--- src/rtl/bist_seq_pkg.sv ---
// ---------------------------------------------------------------------------
// bist_seq_pkg
//  Shared definitions for the BIST run controller of the bus-invert
//  encode/decode test datapath: the controller state encoding, the number of
//  pipeline stages and the bit position of each stage in the enable chain.
// ---------------------------------------------------------------------------
package bist_seq_pkg;

   // Run controller states.
   typedef enum logic [2:0] {
      IDLE  = 3'd0,
      FILL  = 3'd1,
      RUN   = 3'd2,
      DRAIN = 3'd3,
      DONE  = 3'd4
   } state_t;

   // Number of datapath stages driven by the enable chain.
   localparam int N_STAGES = 5;

   // Bit index of each stage inside the enable chain.
   localparam int STG_GEN = 0;   // vector generator
   localparam int STG_ENC = 1;   // bus-invert encoder
   localparam int STG_BUS = 2;   // bus model
   localparam int STG_DEC = 3;   // decoder
   localparam int STG_CMP = 4;   // comparator and transition counter

endpackage

--- src/rtl/bist_sequencer_if.sv ---
// ---------------------------------------------------------------------------
// bist_sequencer_if
//  Control/status bundle between the BIST run controller and its environment.
//  Parameters:
//   VEC_W  width of first_err_idx
//   ERR_W  width of err_cnt
//  Signals:
//   start, abort, isequal         environment -> controller
//   en_gen_data .. en_trans_count stage enables, controller -> datapath
//   en_gen_err                    reserved, constant 0
//   done, busy                    run status
//   err_cnt, first_err_idx        run result
//  Modports:
//   slave   the controller (bist_sequencer)
//   master  the environment that starts runs and supplies comparator results
// ---------------------------------------------------------------------------
interface bist_sequencer_if #(
   parameter int VEC_W = 11,
   parameter int ERR_W = 16
);
   logic             start;
   logic             abort;
   logic             isequal;
   logic             en_gen_data;
   logic             en_enc;
   logic             en_bus;
   logic             en_dec;
   logic             en_k_comp;
   logic             en_trans_count;
   logic             en_gen_err;
   logic             done;
   logic             busy;
   logic [ERR_W-1:0] err_cnt;
   logic [VEC_W-1:0] first_err_idx;

   modport slave (
      input  start, abort, isequal,
      output en_gen_data, en_enc, en_bus, en_dec, en_k_comp, en_trans_count,
             en_gen_err, done, busy, err_cnt, first_err_idx
   );

   modport master (
      output start, abort, isequal,
      input  en_gen_data, en_enc, en_bus, en_dec, en_k_comp, en_trans_count,
             en_gen_err, done, busy, err_cnt, first_err_idx
   );
endinterface

--- src/rtl/bist_en_shifter.sv ---
// ---------------------------------------------------------------------------
// bist_en_shifter
//  Stage-enable shift chain. Every clock the chain shifts one place towards
//  the last stage and fill_bit enters at stage 0, so a run of ones ramps the
//  stages up one cycle apart and a run of zeros drains them in the same order.
//  Ports:
//   clk       in   1  clock, rising edge
//   rst       in   1  asynchronous active-high reset, clears the chain
//   fill_bit  in   1  value shifted into stage 0
//   en_vec    out  N  registered stage enables, bit 0 = first stage
//   all_on    out  1  every stage currently enabled
//   all_off   out  1  no stage currently enabled
// ---------------------------------------------------------------------------
module bist_en_shifter
   import bist_seq_pkg::*;
#(
   parameter int N = N_STAGES
) (
   input  logic         clk,
   input  logic         rst,
   input  logic         fill_bit,
   output logic [N-1:0] en_vec,
   output logic         all_on,
   output logic         all_off
);

   logic [N-1:0] en_vec_r;

   // Shift chain register.
   always_ff @(posedge clk or posedge rst) begin
      if (rst) begin
         en_vec_r <= {N{1'b0}};
      end else begin
         en_vec_r <= {en_vec_r[N-2:0], fill_bit};
      end
   end

   assign en_vec  = en_vec_r;
   assign all_on  = &en_vec_r;
   assign all_off = ~|en_vec_r;

endmodule

--- src/rtl/bist_sequencer.sv ---
// ---------------------------------------------------------------------------
// bist_sequencer
//  Run controller for the bus-invert encode/decode test datapath. A run ramps
//  the five stage enables one cycle apart, issues N_VECTORS vectors, drains
//  the pipeline in the same order, pulses done and reports the number of
//  comparator mismatches and the index of the first one.
//  Parameters:
//   N_VECTORS  vectors per run, must be >= N_STAGES
//   VEC_W      width of vector/check counters, 2**VEC_W > N_VECTORS
//   ERR_W      mismatch counter width, saturates at all-ones
//  Ports:
//   clk   in  clock, rising edge
//   rst   in  asynchronous active-high reset (shared with the datapath)
//   bus   bist_sequencer_if.slave: start/abort/isequal in; stage enables,
//         done, busy, err_cnt, first_err_idx out (all registered)
//  Configuration:
//   BIST_STOP_ON_ERR_EN  when defined, the first mismatch seen while vectors
//                        are still being issued stops issuing (like abort);
//                        checks already in flight are still counted.
// ---------------------------------------------------------------------------
module bist_sequencer
   import bist_seq_pkg::*;
#(
   parameter int N_VECTORS = 2000,
   parameter int VEC_W     = 11,
   parameter int ERR_W     = 16
) (
   input  logic            clk,
   input  logic            rst,
   bist_sequencer_if.slave bus
);

   localparam logic [VEC_W-1:0] LAST_VEC = VEC_W'(N_VECTORS - 1);
   localparam logic [VEC_W-1:0] IDX_NONE = {VEC_W{1'b1}};
   localparam logic [VEC_W-1:0] VEC_ONE  = {{(VEC_W-1){1'b0}}, 1'b1};
   localparam logic [ERR_W-1:0] ERR_MAX  = {ERR_W{1'b1}};
   localparam logic [ERR_W-1:0] ERR_ONE  = {{(ERR_W-1){1'b0}}, 1'b1};

   if (N_VECTORS < N_STAGES) begin : g_bad_nvec
      $error("bist_sequencer: N_VECTORS must be >= N_STAGES");
   end
   if ((2 ** VEC_W) <= N_VECTORS) begin : g_bad_vecw
      $error("bist_sequencer: VEC_W too small for N_VECTORS");
   end

   state_t                state_r;
   state_t                state_s;
   logic                  fill_s;
   logic                  accept_s;
   logic                  last_vec_s;
   logic                  mismatch_s;
   logic                  stop_s;
   logic [N_STAGES-1:0]   en_vec_s;
   logic                  all_on_s;
   logic                  all_off_s;
   logic                  chk_valid_r;
   logic                  done_r;
   logic                  busy_r;
   logic [VEC_W-1:0]      vec_cnt_r;
   logic [VEC_W-1:0]      chk_idx_r;
   logic [VEC_W-1:0]      first_err_idx_r;
   logic [ERR_W-1:0]      err_cnt_r;

   bist_en_shifter #(.N(N_STAGES)) u_en_shifter (
      .clk      (clk),
      .rst      (rst),
      .fill_bit (fill_s),
      .en_vec   (en_vec_s),
      .all_on   (all_on_s),
      .all_off  (all_off_s)
   );

   // vec_cnt counts vectors already issued, so LAST_VEC means this shift issues the final one.
   assign last_vec_s = (vec_cnt_r == LAST_VEC);
   assign mismatch_s = chk_valid_r & ~bus.isequal;

`ifdef BIST_STOP_ON_ERR_EN
   assign stop_s = bus.abort | mismatch_s;
`else
   assign stop_s = bus.abort;
`endif

   // Next-state and fill decode; a stop request clears fill in the same cycle so no further vector enters.
   always_comb begin
      state_s  = state_r;
      fill_s   = 1'b0;
      accept_s = 1'b0;
      case (state_r)
         IDLE: begin
            if (bus.start) begin
               state_s  = FILL;
               accept_s = 1'b1;
            end else begin
               state_s  = IDLE;
            end
         end
         FILL: begin
            if (stop_s) begin
               state_s = DRAIN;
            end else begin
               fill_s = 1'b1;
               if (last_vec_s) begin
                  state_s = DRAIN;
               end else if (all_on_s) begin
                  state_s = RUN;
               end else begin
                  state_s = FILL;
               end
            end
         end
         RUN: begin
            if (stop_s) begin
               state_s = DRAIN;
            end else begin
               fill_s = 1'b1;
               if (last_vec_s) begin
                  state_s = DRAIN;
               end else begin
                  state_s = RUN;
               end
            end
         end
         DRAIN: begin
            if (all_off_s) begin
               state_s = DONE;
            end else begin
               state_s = DRAIN;
            end
         end
         DONE: begin
            state_s = IDLE;
         end
         default: begin
            state_s = IDLE;
         end
      endcase
   end

   // State register, registered status flags and the one-cycle check delay.
   always_ff @(posedge clk or posedge rst) begin
      if (rst) begin
         state_r     <= IDLE;
         done_r      <= 1'b0;
         busy_r      <= 1'b0;
         chk_valid_r <= 1'b0;
      end else begin
         state_r     <= state_s;
         done_r      <= (state_s == DONE);
         busy_r      <= (state_s != IDLE);
         chk_valid_r <= en_vec_s[STG_CMP];
      end
   end

   // Vector/check counters and the mismatch result registers.
   always_ff @(posedge clk or posedge rst) begin
      if (rst) begin
         vec_cnt_r       <= {VEC_W{1'b0}};
         chk_idx_r       <= {VEC_W{1'b0}};
         err_cnt_r       <= {ERR_W{1'b0}};
         first_err_idx_r <= IDX_NONE;
      end else if (accept_s) begin
         vec_cnt_r       <= {VEC_W{1'b0}};
         chk_idx_r       <= {VEC_W{1'b0}};
         err_cnt_r       <= {ERR_W{1'b0}};
         first_err_idx_r <= IDX_NONE;
      end else begin
         if (fill_s) begin
            vec_cnt_r <= vec_cnt_r + VEC_ONE;
         end
         if (chk_valid_r) begin
            chk_idx_r <= chk_idx_r + VEC_ONE;
         end
         if (mismatch_s) begin
            if (err_cnt_r != ERR_MAX) begin
               err_cnt_r <= err_cnt_r + ERR_ONE;
            end
            if (first_err_idx_r == IDX_NONE) begin
               first_err_idx_r <= chk_idx_r;
            end
         end
      end
   end

   assign bus.en_gen_data    = en_vec_s[STG_GEN];
   assign bus.en_enc         = en_vec_s[STG_ENC];
   assign bus.en_bus         = en_vec_s[STG_BUS];
   assign bus.en_dec         = en_vec_s[STG_DEC];
   assign bus.en_k_comp      = en_vec_s[STG_CMP];
   assign bus.en_trans_count = en_vec_s[STG_CMP];
   assign bus.en_gen_err     = 1'b0;
   assign bus.done           = done_r;
   assign bus.busy           = busy_r;
   assign bus.err_cnt        = err_cnt_r;
   assign bus.first_err_idx  = first_err_idx_r;

endmodule
--- src/flat_wrapper.sv ---
// flat-port wrapper written by rule: the top's interface ports become plain ports
module bist_sequencer_flat import bist_seq_pkg::*;
#(
   parameter int N_VECTORS = 2000,
   parameter int VEC_W     = 11,
   parameter int ERR_W     = 16
)
  (clk, rst, bus_start, bus_abort, bus_isequal, bus_en_gen_data, bus_en_enc, bus_en_bus, bus_en_dec, bus_en_k_comp, bus_en_trans_count, bus_en_gen_err, bus_done, bus_busy, bus_err_cnt, bus_first_err_idx);
  bist_sequencer_if #(.VEC_W(VEC_W), .ERR_W(ERR_W)) bus_i ();
  input  logic clk;
  input  logic rst;
  input wire logic [$bits(bus_i.start)-1:0] bus_start;
  input wire logic [$bits(bus_i.abort)-1:0] bus_abort;
  input wire logic [$bits(bus_i.isequal)-1:0] bus_isequal;
  output wire logic [$bits(bus_i.en_gen_data)-1:0] bus_en_gen_data;
  output wire logic [$bits(bus_i.en_enc)-1:0] bus_en_enc;
  output wire logic [$bits(bus_i.en_bus)-1:0] bus_en_bus;
  output wire logic [$bits(bus_i.en_dec)-1:0] bus_en_dec;
  output wire logic [$bits(bus_i.en_k_comp)-1:0] bus_en_k_comp;
  output wire logic [$bits(bus_i.en_trans_count)-1:0] bus_en_trans_count;
  output wire logic [$bits(bus_i.en_gen_err)-1:0] bus_en_gen_err;
  output wire logic [$bits(bus_i.done)-1:0] bus_done;
  output wire logic [$bits(bus_i.busy)-1:0] bus_busy;
  output wire logic [$bits(bus_i.err_cnt)-1:0] bus_err_cnt;
  output wire logic [$bits(bus_i.first_err_idx)-1:0] bus_first_err_idx;
  assign bus_i.start = bus_start;
  assign bus_i.abort = bus_abort;
  assign bus_i.isequal = bus_isequal;
  assign bus_en_gen_data = bus_i.en_gen_data;
  assign bus_en_enc = bus_i.en_enc;
  assign bus_en_bus = bus_i.en_bus;
  assign bus_en_dec = bus_i.en_dec;
  assign bus_en_k_comp = bus_i.en_k_comp;
  assign bus_en_trans_count = bus_i.en_trans_count;
  assign bus_en_gen_err = bus_i.en_gen_err;
  assign bus_done = bus_i.done;
  assign bus_busy = bus_i.busy;
  assign bus_err_cnt = bus_i.err_cnt;
  assign bus_first_err_idx = bus_i.first_err_idx;
  bist_sequencer #(.N_VECTORS(N_VECTORS), .VEC_W(VEC_W), .ERR_W(ERR_W)) u_core (.clk(clk), .rst(rst), .bus(bus_i));
endmodule
--- config.mk ---
export PLATFORM = sky130hd
export DESIGN_NAME = bist_sequencer_flat
export DESIGN_NICKNAME = d
export VERILOG_FILES = /design/src/rtl/bist_seq_pkg.sv /design/src/rtl/bist_sequencer_if.sv /design/src/rtl/bist_en_shifter.sv /design/src/rtl/bist_sequencer.sv /design/src/flat_wrapper.sv
export SDC_FILE = /design/constraint.sdc
export NUM_CORES = 1
export LEC_CHECK = 0
export ABC_CLOCK_PERIOD_IN_PS = 1800
export CORE_MARGIN = 2
export CORE_UTILIZATION = 49
export DETAILED_ROUTE_END_ITERATION = 10
export PLACE_DENSITY = 0.76
export SKIP_CTS_REPAIR_TIMING = 1
export SLEW_MARGIN = 20
export SYNTH_ARGS = -nofsm -noshare
export SYNTH_HDL_FRONTEND = slang
export SYNTH_SLANG_ARGS = --single-unit
--- constraint.sdc ---
create_clock -name clk -period 1.8 [get_ports clk]
set_clock_uncertainty 0.2 [all_clocks]
set_input_delay 0.36 -clock clk [delete_from_list [all_inputs] [get_ports clk]]
set_output_delay 0.36 -clock clk [all_outputs]
set_load 0.005 [all_outputs]
==> results.md, run 1 <==
- Max Fanout on Critical Path: 6
- Input/output buffers: 39
- Violated checks: setup timing
- Fraction of the yosys area taken by sequential cells: 51.3%
- Clock latency on the worst-skew pair: 0.34 ns
- Yosys warnings: 0
- Fraction of final layout cells with drive strength greater than 1: 30.2%
- Synthesized net count: 308
- Final routed wire length divided by cell count: 15.9 um
- Maximum clock rate: 0.518 GHz
- Number of instances in the synthesized netlist: 300
- Clock Power Share: 23.1%
- Starting utilization of the core area: 50.2%
- Worst-case setup margin in the final layout: -0.130 ns
- Total setup violations reported at the end of the flow: 7
- Number of H-tree levels: 3
- Switching power total: 1.79 mW
- Routed Antenna Nets: 0
- HPWL after detailed placement: 4980 um
- Fin crit share: 107%
- Total number of vias: 2812
- Dpl cell area: 0.00388 mm^2
- Count of routing violations after the opening detailed-route iteration: 185
- Pre-Repair DR Iteration Count: 5
- Async S/R FF share, synth: 100%
- Relative contribution of sequential cells to total power: 38.9%
- Outcome: finished with violations
- Internal power consumption: 3.58 mW
- Kind of path behind the tightest hold check: in2async
- Number of flops mapped to enable cells by yosys: 0
- Net count, final: 423
- RePlAce Congestion: 0.931
- Required @ worst endpoint: 1.87 ns
- Cell chosen for the clock root: sky130_fd_sc_hd__clkbuf_8
- Cell type of the slowest stage on the worst timing path: sky130_fd_sc_hd__or4_1
- Clock sink total: 60
- Max-cap violation count: 0
- Clock tree from TritonCTS: built
- Most common library cell in the layout ignoring fill and taps: sky130_fd_sc_hd__buf_4
- Inserted Diodes: 0
- Layout overhead on the synthesized area: 50.2%
- Max-slew violation total from the final report: 0
- Average cell area after synthesis: 9.84 um^2
- Most frequent cells in the layout: 67 x sky130_fd_sc_hd__buf_4, 48 x sky130_fd_sc_hd__dfrtp_1, 36 x sky130_fd_sc_hd__nand2_1
- Series of cell instances along the critical path: ha_2 > nand4_1 > buf_4 > nor4_4 > buf_4 > or4_1 > a21oi_1
- Wire length of the first global-routing pass: 11600 um
- Placed insts: 459
- Critical Path AT: 2.00 ns
- Most used flip-flop cell after synthesis: sky130_fd_sc_hd__dfrtp_1
- Routed wire length: 7890 um
- Core Box Area: 0.00589 mm^2
- Die Area: 0.00666 mm^2
- Largest incremental delay on the critical path: 0.46 ns
- Final critical delay including setup and external delays: 1.93 ns
- Minimum setup slack among reg-to-reg paths: -0.13 ns
- Nature of the critical path startpoint: flip-flop
- Number of global-route vias before repair: 2509
- Logic depth of the worst register-to-register path: 7
- Crit path kind: reg2reg
- Comb pwr share: 38.0%
- Pin count of the biggest net entering global routing: 27
- Reg-to-reg startpoint: u_core.bus.err_cnt[0]
- Setup repair after global routing missed its margin: yes
- Type of destination of the critical path: flip-flop
- Tot GR Track Use: 22.9%
- Number of buffers created by CTS: 9
- Clock transition at the register clock pins on the worst setup and hold paths after CTS: 0.07 ns
- Dominant delay contributor by cell family on the critical path: simple AND/OR/NAND/NOR gates
- Cell mode on critical path: sky130_fd_sc_hd__buf_4
- Top-level port count: 41
- Horizontal extent of the die: 81.6 um
- Cell row count: 28
- Overall die height: 81.6 um
- Vias per cell: 5.68
- CP Buf/Inv Count: 2
- Worst IR drop on VDD: 0.000861 V
- Hold Fails Final Rpt: 0
- Total power: 5.36 mW
- Synth Register Bits: 60
- PD cells: 1210 mW/mm^2
- P_leak: 2.44 nW
- Utilization after layout: 75.4%
- Post-route non-filler standard cell count: 495
- DRC viols: 0
- Number of antenna violations at the first check in global routing: 0
- Critical R2R Capture: u_core.bus.err_cnt[6]
- Post-layout instance area: 0.00444 mm^2
- Net switching fraction of the power: 33.3%
- Number of buffers on the longest clock path: 2
- Overflow after GRT: 0
- Mapped Area: 0.00295 mm^2
- Synth unique cells: 44
## cell usage after synthesis, types with 3 or more instances
cell                       number  area share [%]
sky130_fd_sc_hd__ha_1           3             1.3
sky130_fd_sc_hd__a21oi_1        8             1.4
sky130_fd_sc_hd__nand2b_1       5             1.1
sky130_fd_sc_hd__dfstp_2       11             9.8
sky130_fd_sc_hd__and4_1         7             2.1
sky130_fd_sc_hd__nand2_1       36             4.6
sky130_fd_sc_hd__nand4_1       17             3.6
sky130_fd_sc_hd__nor2_1        35             4.4
sky130_fd_sc_hd__nor3_1         5            0.85
sky130_fd_sc_hd__clkbuf_1       4            0.51
sky130_fd_sc_hd__a31oi_1        5             1.1
sky130_fd_sc_hd__buf_2          7             1.2
sky130_fd_sc_hd__or4_1          6             1.5
sky130_fd_sc_hd__xor2_1        11             3.3
sky130_fd_sc_hd__mux2i_1        4             1.4
sky130_fd_sc_hd__o21ai_0       18             3.1
sky130_fd_sc_hd__xnor2_1        6             1.8
sky130_fd_sc_hd__dfrtp_1       49              42
sky130_fd_sc_hd__and3_1        10             2.1
sky130_fd_sc_hd__nand3_1       17             2.9
## logic make-up (layout without fill, tap and decap cells)
family          Yosys count  count (layout)  share of synthesized area [%]
compound gates           43              43                           8.98
simple gates            155             156                           28.7
buf+inv                  16             135                           2.63
mux                       4               4                           1.36
flops                    60              60                           51.3
xor+xnor                 18              18                           5.59
other cells               1               1                          0.127
fa+ha+maj                 3               3                           1.27
## worst reg2reg max path, stage by stage (launching register included)
cell	delay, ns
sky130_fd_sc_hd__dfrtp_1	0.39
sky130_fd_sc_hd__ha_2	0.20
sky130_fd_sc_hd__nand4_1	0.14
sky130_fd_sc_hd__buf_4	0.15
sky130_fd_sc_hd__nor4_4	0.05
sky130_fd_sc_hd__buf_4	0.15
sky130_fd_sc_hd__or4_1	0.46
sky130_fd_sc_hd__a21oi_1	0.13
## worst max path at each step
stage / cells past startpoint / slack [ns] / endpoint / from
final: 7 / -0.13 / u_core.bus.err_cnt[6] / u_core.bus.err_cnt[0]
after global routing: 7 / -0.18 / u_core.bus.err_cnt[6] / u_core.bus.err_cnt[1]
after CTS: 2 / -0.24 / bus_first_err_idx[7] / u_core.bus.first_err_idx[7]
after detailed placement: 5 / -0.50 / u_core.bus.first_err_idx[5] / bus_isequal
after global placement: 5 / -0.42 / u_core.bus.first_err_idx[4] / bus_isequal
after floorplan: 6 / -0.07 / u_core.bus.err_cnt[10] / u_core.bus.err_cnt[0]
## final cells by class
type / count / area [um^2]
tap: 75 / 93.8
timing repair buffer: 117 / 1140
clock inverter: 4 / 47.5
sequential: 60 / 1520
clock buffer: 12 / 155
multi-input combinational: 225 / 1470
fill: 368 / 1450
inverter: 2 / 11.3
## routing by layer
layer,global-route usage (%),wire (um),vias up
met5,0,0,-
met4,10.5,184,0
met3,5.60,343,18
met2,37.0,4120,85
met1,29.0,3250,1381
li1,-,-,1328
## registers in the layout, indices dropped and copies added (netlist names)
name and count:
u_core.bus.busy 1, u_core.bus.done 1, u_core.bus.err_cnt 16, u_core.bus.first_err_idx 11, u_core.chk_idx_r 11, u_core.chk_valid_r 1, u_core.state_r 3, u_core.u_en_shifter.en_vec 5
u_core.vec_cnt_r 11
## metrics by stage
| step | hold WS [ns] | setup WS (ns) | setup TNS [ns] |
|---|---|---|---|
| after floorplan | 0.215 | -0.0713 | -0.189 |
| after global placement | 0.209 | -0.417 | -10.84 |
| after detailed placement | 0.214 | -0.499 | -11.96 |
| after CTS | 0.182 | -0.243 | -6.20 |
| after global routing | 0.190 | -0.181 | -1.31 |
| final | 0.166 | -0.130 | -0.417 |
## power by group through the flow
stage	Clock [mW]	Combinational (mW)	Sequential (mW)
6_report	1.24	2.04	2.09
2_1_floorplan	0	0.859	2.09
3_3_place_gp	0	1.80	2.08
3_5_place_dp	0	1.85	2.11
5_1_grt	1.32	2.25	2.14
4_1_cts	1.25	1.86	2.08
Power figures use the tool's default switching activity.
==> run 2, diff against run 1 <==
--- a/config.mk
+++ b/config.mk
@@ -6,10 +6,12 @@
 export NUM_CORES = 1
 export LEC_CHECK = 0
 export ABC_CLOCK_PERIOD_IN_PS = 1800
+export CAP_MARGIN = 5
 export CORE_MARGIN = 2
-export CORE_UTILIZATION = 49
+export CORE_UTILIZATION = 55
 export DETAILED_ROUTE_END_ITERATION = 10
-export PLACE_DENSITY = 0.76
+export DONT_BUFFER_PORTS = 1
+export PLACE_DENSITY = 0.73
 export SKIP_CTS_REPAIR_TIMING = 1
 export SLEW_MARGIN = 20
 export SYNTH_ARGS = -nofsm -noshare
==> run 2 against run 1 <==
Largest cell class unchanged. Sequential share of layout area increased by 6.3 points. Worst hold slack got worse by 0.16 ns. The run still ends with setup timing left. Utilization decreased by 2.6 points. Critical endpoint is now u_core.bus.err_cnt[5]. Combinational power decreased by 24%. Global-route usage increased by 1.8 points. Power decreased by 4.4%.
==> results.md, run 2 (synthesized netlist as in run 1, its figures left out) <==
- Clock sink total: 60
- Overall die height: 77.3 um
- Number of antenna violations at the first check in global routing: 0
- Count of routing violations after the opening detailed-route iteration: 164
- Violated checks: setup timing
- Largest incremental delay on the critical path: 0.53 ns
- HPWL after detailed placement: 4770 um
- Number of flip-flops under the largest register name: 16
- Total power: 5.13 mW
- Horizontal extent of the die: 77.3 um
- Tot GR Track Use: 24.7%
- Kind of path behind the tightest hold check: in2reg
- Hold Fails Final Rpt: 0
- Number of H-tree levels: 3
- Top-level port count: 41
- Max-slew violation total from the final report: 0
- Outcome: finished with violations
- Routed wire length: 6850 um
- Pre-Repair DR Iteration Count: 4
- Crit path kind: reg2reg
- Dominant delay contributor by cell family on the critical path: simple AND/OR/NAND/NOR gates
- Layout overhead on the synthesized area: 26.7%
- Max Fanout on Critical Path: 7
- Type of destination of the critical path: flip-flop
- Fraction of final layout cells with drive strength greater than 1: 29.2%
- Worst IR drop on VDD: 0.00122 V
- Total setup violations reported at the end of the flow: 4
- RePlAce Congestion: 0.893
- Cell type of the slowest stage on the worst timing path: sky130_fd_sc_hd__or4_4
- CP Buf/Inv Count: 0
- Inserted Diodes: 0
- Final routed wire length divided by cell count: 15.9 um
- Critical Path AT: 1.91 ns
- Series of cell instances along the critical path: ha_2 > nand4_1 > or4_4 > a31oi_1 > a41o_1
- P_leak: 1.74 nW
- Required @ worst endpoint: 1.89 ns
- Final hold slack: 0.00964 ns
- PD cells: 1370 mW/mm^2
- Nature of the critical path startpoint: flip-flop
- Total number of vias: 2549
- Number of buffers on the longest clock path: 2
- Overflow after GRT: 0
- Cell row count: 26
- Most frequent cells in the layout: 55 x sky130_fd_sc_hd__buf_4, 49 x sky130_fd_sc_hd__dfrtp_1, 35 x sky130_fd_sc_hd__nand2_1
- Clock transition at the register clock pins on the worst setup and hold paths after CTS: 0.07 ns
- Number of global-route vias before repair: 2508
- Core Box Area: 0.00514 mm^2
- Cell chosen for the clock root: sky130_fd_sc_hd__clkbuf_8
- Starting utilization of the core area: 57.4%
- Die Area: 0.00597 mm^2
- Number of buffers created by CTS: 9
- Vias per cell: 5.93
- Final critical delay including setup and external delays: 1.82 ns
- Setup repair after global routing missed its margin: yes
- DRC viols: 0
- Most common library cell in the layout ignoring fill and taps: sky130_fd_sc_hd__buf_4
- Input/output buffers: 0
- Routed Antenna Nets: 0
- Fin crit share: 101%
- Maximum clock rate: 0.548 GHz
- Max-cap violation count: 0
- Clock latency on the worst-skew pair: 0.35 ns
- Net count, final: 363
- Clock tree from TritonCTS: built
- Wire length of the first global-routing pass: 11600 um
- Worst-case setup margin in the final layout: -0.0246 ns
- Pin count of the biggest net entering global routing: 23
[run 2: final cells by class]
| class | count | area [um^2] |
|---|---|---|
| Sequential cell | 60 | 1520 |
| Multi-Input combinational cell | 224 | 1430 |
| Fill cell | 369 | 1400 |
| Timing Repair Buffer | 58 | 454 |
| Clock buffer | 9 | 124 |
| Clock inverter | 7 | 115 |
| Tap cell | 70 | 87.6 |
| Inverter | 2 | 11.3 |
[run 2: worst reg2reg max path, stage by stage, from the launching register on]
cell                      delay [ns]
sky130_fd_sc_hd__dfrtp_1        0.36
sky130_fd_sc_hd__ha_2           0.19
sky130_fd_sc_hd__nand4_1        0.16
sky130_fd_sc_hd__or4_4          0.53
sky130_fd_sc_hd__a31oi_1        0.20
sky130_fd_sc_hd__a41o_1         0.12
[run 2: path summary, 6_finish.rpt]
path                                                from                            end  slack (ns)  cells past startpoint
max                                u_core.bus.err_cnt[1]          u_core.bus.err_cnt[5]       -0.02                      5
min                                            bus_start                u_core.bus.busy        0.01                      2
max reg2reg                        u_core.bus.err_cnt[1]          u_core.bus.err_cnt[5]       -0.02                      5
min reg2reg                u_core.u_en_shifter.en_vec[0]  u_core.u_en_shifter.en_vec[1]        0.25                      0
max in group asynchronous                            rst   u_core.bus.first_err_idx[10]        0.58                      3
min in group asynchronous                            rst            u_core.chk_idx_r[3]        0.26                      2
[run 2: through the flow]
step	TNS [ns]	utilization, %	setup slack (ns)	area, um^2	instances
final	-0.0478	72.8	-0.0246	3740	430
after global placement	-0.407	66.1	-0.0441	3400	409
after floorplan	-0.189	-	-0.0713	2970	300
after detailed placement	-0.876	66.1	-0.112	3400	409
after global routing	-0.459	72.8	-0.114	3740	430
after CTS	-1.21	70.8	-0.152	3640	425
[run 2: routing by layer]
layer | share of wire, % | track usage [%]
met1 | 41 | 29.4
met2 | 50 | 40.7
met3 | 6.9 | 9.29
met4 | 2.3 | 9.29
met5 | 0 | 0
[run 2: power by group]
group | internal, mW | leakage [nW] | switching, mW
logic | 0.727 | 0.860 | 0.836
registers | 1.78 | 0.768 | 0.316
clock network | 0.913 | 0.115 | 0.556
==> run 3, diff against run 2 <==
--- a/config.mk
+++ b/config.mk
@@ -12,6 +12,7 @@
 export DETAILED_ROUTE_END_ITERATION = 10
 export DONT_BUFFER_PORTS = 1
 export PLACE_DENSITY = 0.73
+export RECOVER_POWER = 50
 export SKIP_CTS_REPAIR_TIMING = 1
 export SLEW_MARGIN = 20
 export SYNTH_ARGS = -nofsm -noshare
==> run 3 against run 2 <==
The run still ends with setup timing left. Worst hold slack better by 0.0029 ns. Global-route usage unchanged. Final cell count unchanged. Sequential power is essentially flat. Worst setup slack lost 0.0054 ns. Routed wire length shrank 0.53%. Power shrank 0.57%. Die area stayed put. Combinational power hardly changed.
==> results.md, run 3 (synthesized netlist as in run 1, its figures left out) <==
- Max Fanout on Critical Path: 7
- Number of antenna violations at the first check in global routing: 0
- Max-slew violation total from the final report: 0
- Count of routing violations after the opening detailed-route iteration: 162
- Routed wire length: 6820 um
- Total negative slack for setup checks: -0.0686 ns
- Net count, final: 363
- Violated checks: setup timing
- Most common library cell in the layout ignoring fill and taps: sky130_fd_sc_hd__buf_4
- Number of global-route vias before repair: 2508
- Inserted Diodes: 0
- HPWL after detailed placement: 4770 um
- Worst-case setup margin in the final layout: -0.0300 ns
- Required @ worst endpoint: 1.88 ns
- Number of buffers created by CTS: 9
- Max-cap violation count: 0
- Hold Fails Final Rpt: 0
- Nature of the critical path startpoint: flip-flop
- Worst IR drop on VDD: 0.00118 V
- P_leak: 1.73 nW
- Fill cell instance count of the final layout: 375
- Pin count of the biggest net entering global routing: 23
- Final routed wire length divided by cell count: 15.9 um
- Utilization after layout: 72.2%
- Switching power total: 1.69 mW
- Cell chosen for the clock root: sky130_fd_sc_hd__clkbuf_8
- Outcome: finished with violations
- Crit path kind: reg2reg
- Clock tree from TritonCTS: built
- Relative contribution of sequential cells to total power: 41.1%
- Routed Antenna Nets: 0
- Starting utilization of the core area: 57.4%
- Die Area: 0.00597 mm^2
- Pre-Repair DR Iteration Count: 5
- Fin crit share: 102%
- Cell row count: 26
- Maximum clock rate: 0.546 GHz
- Net switching fraction of the power: 33.2%
- Clock Power Share: 28.7%
- RePlAce Congestion: 0.893
- Vias per cell: 5.89
- Final critical delay including setup and external delays: 1.83 ns
- Multi-input gate area: 0.00143 mm^2
- Fraction of final layout cells with drive strength greater than 1: 28.9%
- Clock transition at the register clock pins on the worst setup and hold paths after CTS: 0.07 ns
- Clock latency on the worst-skew pair: 0.34 ns
- Tot GR Track Use: 24.7%
- Overall die height: 77.3 um
- Comb pwr share: 30.2%
- Total power: 5.10 mW
- Total setup violations reported at the end of the flow: 4
- Total number of vias: 2531
- Kind of path behind the tightest hold check: in2reg
- Core Box Area: 0.00514 mm^2
- FF+latch area: 0.00152 mm^2
- Most frequent cells in the layout: 51 x sky130_fd_sc_hd__buf_4, 49 x sky130_fd_sc_hd__dfrtp_1, 35 x sky130_fd_sc_hd__nand2_1
- Horizontal extent of the die: 77.3 um
- Setup repair after global routing missed its margin: yes
- Input/output buffers: 0
- Top-level port count: 41
- Number of buffers on the longest clock path: 2
- DRC viols: 0
- Clock sink total: 60
- Final hold slack: 0.0125 ns
- Number of H-tree levels: 3
- Worst-Margin Slew: 0.656 ns
- Post-route non-filler standard cell count: 430
- Overflow after GRT: 0
- PD cells: 1370 mW/mm^2
- Placed insts: 409
- Critical Path AT: 1.91 ns
- Relative slew slack: 56.0%
- Layout overhead on the synthesized area: 25.8%
- Wire length of the first global-routing pass: 11600 um
- Internal power consumption: 3.40 mW
- Type of destination of the critical path: flip-flop
- Number of flip-flops under the largest register name: 16
run 3: cell count changes in the layout (fill, tap and decap cells not counted), sizes merged:
cell / change
buf: -4
clkbuf: +4
run 3: final timing paths:
check,cells after the start,from,slack (ns),to
max reg2reg,5,u_core.bus.err_cnt[1],-0.03,u_core.bus.err_cnt[5]
min in group asynchronous,2,rst,0.32,u_core.chk_idx_r[3]
min,2,bus_start,0.01,u_core.bus.busy
max in group asynchronous,3,rst,0.19,u_core.bus.err_cnt[12]
max,5,u_core.bus.err_cnt[1],-0.03,u_core.bus.err_cnt[5]
min reg2reg,0,u_core.u_en_shifter.en_vec[0],0.25,u_core.u_en_shifter.en_vec[1]
run 3: power by group through the flow:
stage / Clock (mW) / Sequential, mW / Combinational (mW)
5_1_grt: 1.54 / 2.15 / 1.72
3_3_place_gp: 0 / 2.10 / 1.41
3_5_place_dp: 0 / 2.11 / 1.47
4_1_cts: 1.49 / 2.09 / 1.48
6_report: 1.47 / 2.09 / 1.54
2_1_floorplan: 0 / 2.09 / 0.859
run 3: worst max-delay path, stage by stage (launching register included):
cell,delay (ns)
sky130_fd_sc_hd__dfrtp_1,0.36
sky130_fd_sc_hd__ha_2,0.19
sky130_fd_sc_hd__nand4_1,0.17
sky130_fd_sc_hd__or4_4,0.53
sky130_fd_sc_hd__a31oi_1,0.20
sky130_fd_sc_hd__a41o_1,0.12
run 3: area by class of cell:
class / count / area share, %
tap: 70 / 2.36
timing repair buffer: 58 / 11.6
clock buffer: 9 / 3.34
sequential: 60 / 40.8
multi-input combinational: 224 / 38.6
inverter: 2 / 0.236
clock inverter: 7 / 3.10
run 3: per-stage QoR:
step	instance area, um^2	setup WS, ns
4_1_cts	3640	-0.152
3_3_place_gp	3400	-0.0441
5_1_grt	3710	-0.114
3_5_place_dp	3400	-0.112
6_report	3710	-0.0300
2_1_floorplan	2970	-0.0713
run 3: layer usage:
layer / global-route usage (%) / routed length (um)
met4: 9.29 / 99
met3: 9.29 / 496
met2: 40.7 / 3480
met5: 0 / 0
met1: 29.4 / 2740
